`src/rtl/red_and_stream_pkg.sv`:
```
// Shared types for the red_and_stream packet AND-reducer.
// Optional ZeroZ output is enabled by RED_AND_STREAM_ZERO_DETECT_EN.
package red_and_stream_pkg;

  typedef enum logic [1:0] {
    IDLE   = 2'd0,
    ACCUM  = 2'd1,
    RESULT = 2'd2
  } state_e;

endpackage

```
`src/rtl/red_and_stream_red_and.sv`:
```
// Per-word AND reduction.
module red_and_stream_red_and #(
  parameter int width = 8
) (
  input  logic [width-1:0] a,
  output logic             y
);

  assign y = &a;

endmodule

```
`src/rtl/red_and_stream.sv`:
```
// Streaming packet AND-reducer with saturating beat count.
// Define RED_AND_STREAM_ZERO_DETECT_EN to add the ZeroZ (NOR) output.
module red_and_stream
  import red_and_stream_pkg::*;
#(
  parameter int width    = 8,
  parameter int cntWidth = 8
) (
  input  logic                CLK,
  input  logic                RST,
  input  logic [width-1:0]    InA,
  input  logic                InValid,
  input  logic                InLast,
  output logic                InReady,
  output logic                Z,
  output logic [cntWidth-1:0] Count,
  output logic                OutValid,
  input  logic                OutReady
`ifdef RED_AND_STREAM_ZERO_DETECT_EN
  ,
  output logic                ZeroZ
`endif
);

  state_e state_q, state_d;

  logic                acc_q, acc_d;
  logic [cntWidth-1:0] cnt_q, cnt_d;
  logic                z_q, z_d;
  logic [cntWidth-1:0] count_q, count_d;

  logic                word_and;
  logic                ready;
  logic                accept;
  logic                done;
  logic [cntWidth-1:0] cnt_inc;

  red_and_stream_red_and #(
    .width(width)
  ) u_red_and (
    .a(InA),
    .y(word_and)
  );

  assign ready  = (state_q != RESULT);
  assign accept = InValid && ready;
  assign done   = (state_q == RESULT) && OutReady;
  // Saturate instead of wrapping on very long packets.
  assign cnt_inc = (cnt_q == {cntWidth{1'b1}})
                 ? cnt_q
                 : cnt_q + cntWidth'(1);

  always_ff @(posedge CLK or posedge RST) begin
    if (RST) begin
      state_q <= IDLE;
    end else begin
      state_q <= state_d;
    end
  end

  always_comb begin
    state_d = state_q;
    unique case (state_q)
      IDLE, ACCUM: begin
        if (accept) begin
          state_d = InLast ? RESULT : ACCUM;
        end
      end
      RESULT: begin
        if (OutReady) begin
          state_d = IDLE;
        end
      end
      default: state_d = IDLE;
    endcase
  end

  always_comb begin
    InReady  = ready && !RST;
    OutValid = (state_q == RESULT);
  end

  always_comb begin
    acc_d   = acc_q;
    cnt_d   = cnt_q;
    z_d     = z_q;
    count_d = count_q;
    unique case (1'b1)
      accept: begin
        acc_d = acc_q & word_and;
        cnt_d = cnt_inc;
        if (InLast) begin
          z_d     = acc_q & word_and;
          count_d = cnt_inc;
        end
      end
      done: begin
        acc_d = 1'b1;
        cnt_d = '0;
      end
      default: ;
    endcase
  end

  always_ff @(posedge CLK or posedge RST) begin
    if (RST) begin
      acc_q   <= 1'b1;
      cnt_q   <= '0;
      z_q     <= 1'b0;
      count_q <= '0;
    end else begin
      acc_q   <= acc_d;
      cnt_q   <= cnt_d;
      z_q     <= z_d;
      count_q <= count_d;
    end
  end

  assign Z     = z_q;
  assign Count = count_q;

`ifdef RED_AND_STREAM_ZERO_DETECT_EN
  logic zacc_q, zacc_d;
  logic zz_q, zz_d;
  logic word_zero;

  assign word_zero = &(~InA);

  always_comb begin
    zacc_d = zacc_q;
    zz_d   = zz_q;
    if (accept) begin
      zacc_d = zacc_q & word_zero;
      if (InLast) begin
        zz_d = zacc_q & word_zero;
      end
    end else if (done) begin
      zacc_d = 1'b1;
    end
  end

  always_ff @(posedge CLK or posedge RST) begin
    if (RST) begin
      zacc_q <= 1'b1;
      zz_q   <= 1'b0;
    end else begin
      zacc_q <= zacc_d;
      zz_q   <= zz_d;
    end
  end

  assign ZeroZ = zz_q;
`endif

endmodule

```
`config.mk`:
```
export PLATFORM = sky130hd
export DESIGN_NAME = red_and_stream
export DESIGN_NICKNAME = d
export VERILOG_FILES = /design/src/rtl/red_and_stream_pkg.sv /design/src/rtl/red_and_stream_red_and.sv /design/src/rtl/red_and_stream.sv
export SDC_FILE = /design/constraint.sdc
export NUM_CORES = 1
export LEC_CHECK = 0
export BUFFER_PORTS_ARGS = -buffer_cell sky130_fd_sc_hd__buf_2
export CAP_MARGIN = 30
export CORE_ASPECT_RATIO = 1.25
export CORE_UTILIZATION = 50
export DETAILED_ROUTE_END_ITERATION = 16
export PLACE_DENSITY = 0.83
export SKIP_CTS_REPAIR_TIMING = 1
export SYNTH_ARGS = -nofsm -noshare
export SYNTH_HDL_FRONTEND = slang
export SYNTH_SLANG_ARGS = --single-unit
```
`constraint.sdc`:
```
create_clock -name CLK -period 4.1 [get_ports CLK]
set_input_delay 0.82 -clock CLK [delete_from_list [all_inputs] [get_ports CLK]]
set_output_delay 0.82 -clock CLK [all_outputs]
set_load 0.05 [all_outputs]
```
# After elaboration in Yosys (flattened, before gate mapping)

Index checks and enable logic that the tools add are counted.

Flip-flop bits (word level): 20
Input bits: 13
Output and inout bits: 11
Word-level logic and storage cells: 30

Add/sub/neg operators: 1
Equality and inequality tests: 6
Muxes and demuxes: 7
Bitwise gates (word level): 1
Reduce and logical (&&, ||, !) cells: 10

Operator list:

| operator                                                                | number |
|---|---|
| 8-bit case mux with 2 select lines                                      | 1 |
| 8-bit by 1-bit adder with 8-bit output, second input constant           | 1 |
| 8-bit == test, second input constant                                    | 1 |
| 8-bit 2-to-1 mux                                                        | 1 |
| 8-bit AND reduction                                                     | 1 |
| 2-bit 2-to-1 mux                                                        | 3 |
| 2-bit inequality test, second input constant                            | 2 |
| 2-bit case mux with 2 select lines                                      | 1 |
| 2-bit AND reduction                                                     | 2 |
| 1-bit logical AND                                                       | 3 |
| 2-bit by 1-bit == test with 1-bit output, second input constant         | 1 |
| 2-bit == test, second input constant                                    | 1 |
| 2-bit logical NOT                                                       | 1 |
| 2-bit by 1-bit inequality test with 1-bit output, second input constant | 1 |
| 1-bit case mux with 2 select lines                                      | 1 |
| 2-bit nonzero test                                                      | 1 |
| 2-bit OR reduction                                                      | 1 |
| 1-bit AND                                                               | 1 |
| 1-bit logical NOT                                                       | 1 |

# Depth between registers and ports, before layout

Word-level depth: 4
Gate-level depth with buffers: 6
Depth with buffers taken out: 5

# Hierarchy

A second synthesis with hierarchy kept.

Cells, all modules: 114
Area, all modules: 1088.5 um^2

By module, submodules not included:

| module                 | times used | cells each | area an instance (um^2) | seq. area each (um^2) |
|---|---|---|---|---|
| red_and_stream         | 1          | 111        | 1072.3                  | 501.7 |
| red_and_stream_red_and | 1          | 3          | 16.3                    | 0.0 |

# Least setup slack after synthesis

Ideal clock, no wire load.

Path kind: register to output
From: register state_q[1]
To: output InReady
Arrival: 1.554 ns
Data required time: 3.280 ns
Path slack: 1.726 ns
Cell stages (with the launch flop): 5
Path buffers: 1
Path through: dfrtp_1 nand2b_1 buf_2 inv_1 nor2_1

Longest elaborated chain between the ends: 2

Ends and longest elaborated chain:

| item                   | RTL line             | RTL |
|---|---|---|
| start, declared        | red_and_stream.sv:25 | `state_e state_q, state_d;` |
| start signal, assigned | red_and_stream.sv:57 | `state_q <= state_d;` |
| 2-bit inequality test  | red_and_stream.sv:45 | `assign ready = (state_q != RESULT);` |
| 1-bit logical AND      | red_and_stream.sv:79 | `InReady = ready && !RST;` |
| end, declared          | red_and_stream.sv:14 | `output logic InReady,` |

Every way passes these cells.

# Final worst setup path

Same ends and word-level chain as after synthesis.

==> results.yml <==
die:
  dieArea_sq_um: 2243
  die_w_um: 42.57
  num_rows: 18
  core_sq_um: 1959
  io_pins: 24
  die_y_um: 52.71
  start_util_pct: 52.49
sta:
  hold_viol_final: 0
  slew_headroom_pct: 50.04
  fmax_mhz: 432.1
  fin_crit_sh_pct: 56.44
  finalMaxSlewViolations: 0
  finalClockSkew_ns: 0.001749
  finalSetupViolCount: 0
  tightestPinTransition_ns: 0.7486
  final.setup.tns_ns: 0
  finalCriticalPeriod_ns: 2.314
  rsz0062_at_grt: "false"
  whs_ns: 0.4858
synthesis:
  syn_inst: 113
  synth_area_leaders: "dfrtp_1 46%, o21ai_0 7.3%, mux2i_1 6.8%"
  synth_top_area_cell: "dfrtp_1"
  synth-seq-area-share_pct: 48.78
  ys_async_sr_fraction_pct: 100.0
  synth_nets: 127
  synth_flop_cell: "dfrtp_1"
  synth_seq_cells: 20
  synth.most_common_cell: "dfrtp_1"
  ys.warnings.count: 0
  synth_top_area_share_pct: 46.23
  synth_edf_count: 0
  ys_types: 32
  synth_common_cells: "19 x dfrtp_1, 17 x nand2_1, 15 x o21ai_0"
  synth_area_sq_um: 1028
  syn-mean-instance-area_sq_um: 9.102
routing:
  drc: 0
  drt_first_pass_iters: 5
  drtAntennaViolNets: 0
  drt_iter0_markers: 53
  detail_route.wl_per_cell_um: 14.53
  wirelength_um: 2281
  vias: 926
  vias_per_cell: 5.898
critical_path:
  path_max_fanout: 7
  startpoint_type: "flop"
  critPathRequiredTime_ns: 3.28
  r2r_cells: 5
  arrival_ns: 1.49
  slowest_delay_ns: 0.42
  endpoint_kind: "output pin"
  startpoint: "state_q[1]$_DFFE_PP0P_"
  cp_cell_sequence: "nand2b_1, inv_1, nor2_1, buf_2"
  r2r-start: "cnt_q[0]$_DFFE_PP0P_"
  path_class: "flop to output pin"
  critPathCapture: "InReady"
  cpMaxStageDelayCell: "dfrtp_1"
  r2r-end: "Count[3]$_DFFE_PP0P_"
  r2r_setup_slack_ns: 2.34
power:
  max-vdd-ir-drop_uv: 278.5
  p_int_mw: 0.3698
  p_leak_nw: 0.5608
  p_clk_share_pct: 17.6
  p_sw_share_pct: 43.31
  switchingPower_mw: 0.2825
  p_comb_share_pct: 37.1
  p_per_area_nw_per_um2: 547.6
  seqPwrFrac_pct: 45.2
clock_tree:
  cts_root_buf: "clkbuf_4"
  cts_max_level: 1
  insertion_delay_ns: 0.30
  cts_tree: "built"
  cts_buffers: 3
  cts.sinks: 20
  clk_path_buf_depth: 2
  clk_pin_slew_ns: 0.11
status:
  status: "completed"
cells_and_area:
  area_delta_synth_final_pct: 15.81
  drive_gt1_share_pct: 23.36
  fin_util_pct: 60.79
  num_antenna_cells: 0
  fin_nets: 152
  nFillCells: 180
place:
  io_buffers: 23
  routabilityCongestion: 0.8806
  dp_hpwl_um: 1682
global_route:
  grt_usage_pct: 21.95
  grt_max_degree: 21
  antenna_found_initial: 0
  overflow: 0
  grt_pass1_vias: 892
  grt_first_pass_wirelength_um: 3719
run:
  cap_violations: 0
hold_path:
  hp-class: "flop to flop"
[layer usage]
metal | wire length (um) | track usage, %
met5 | 0 | 0
met4 | 54 | 11.46
met3 | 97 | 3.103
met1 | 940 | 25.65
met2 | 1188 | 38.72
[worst max-delay path, delay by kind of cell, from the launching register on]
family | cells | cell delay (ns)
buffers and inverters | 2 | 0.43
DFF | 1 | 0.42
and+or+nand+nor | 2 | 0.34
[stage by stage]
stage | worst slack, ns | instance area (sq um) | power [mW] | std cells
after floorplan | 1.726 | 1028 | 0.4785 | 113
after global placement | 2.017 | 1155 | 0.5304 | 153
after detailed placement | 2.012 | 1155 | 0.5391 | 153
after CTS | 1.816 | 1191 | 0.6520 | 157
after global routing | 1.701 | 1191 | 0.6934 | 157
final | 1.786 | 1191 | 0.6522 | 157
[placed cells by master (no fill, tap or decap), types with 3 or more instances in the layout]
cell      instances
mux2i_1           7
buf_2            23
nand2_1          17
clkbuf_4          3
nor2_1            9
nand3_1           6
o21ai_0          15
nand4_1           5
nor3_1            3
inv_1             5
dfrtp_1          19
[kinds of logic after synthesis]
logic type / after synthesis / synth area share (%)
buffers and inverters: 9 / 3.528
multiplexers: 7 / 6.813
AND/OR/NAND/NOR: 50 / 23.97
flip-flops: 20 / 48.78
adder cells (fa/ha/maj): 1 / 1.216
AO/OA/AOI/OAI: 25 / 14.84
XOR/XNOR: 1 / 0.8517
[power groups by stage]
stage               Clock, mW  Sequential [mW]  Combinational (mW)
CTS                     0.116            0.293               0.243
finish                  0.115            0.295               0.242
global route            0.124            0.302               0.267
global placement            0            0.294               0.236
floorplan                   0            0.372               0.107
detailed placement          0            0.298               0.241
[layout make-up]
cell class / count / area (sq um) / area share (%)
multi-input cells: 84 / 490.5 / 41.18
flip-flops and latches: 20 / 501.7 / 42.12
well taps: 20 / 25.02 / 2.101
repair buffers: 23 / 115.1 / 9.664
clock buffers: 4 / 36.28 / 3.046
inverters: 6 / 22.52 / 1.891
[flip-flops by register name, indices dropped and copies added, names as in the netlist]
register / cells
cnt_q: 8
Z: 1
state_q: 2
Count: 8
acc_q: 1
[worst min path at each step]
stage                     depth (start not counted)  slack (ns)                endpoint                    from
after global placement                            1        0.44  state_q[0]$_DFFE_PP0P_  state_q[1]$_DFFE_PP0P_
final                                             2        0.49    Count[4]$_DFFE_PP0P_    Count[4]$_DFFE_PP0P_
after detailed placement                          2        0.46    Count[4]$_DFFE_PP0P_    Count[4]$_DFFE_PP0P_
after global routing                              2        0.52    Count[4]$_DFFE_PP0P_    Count[4]$_DFFE_PP0P_
after CTS                                         1        0.49  state_q[0]$_DFFE_PP0P_  state_q[1]$_DFFE_PP0P_
after floorplan                                   1        0.43  state_q[0]$_DFFE_PP0P_  state_q[1]$_DFFE_PP0P_
(Power assumes the default switching activity.)
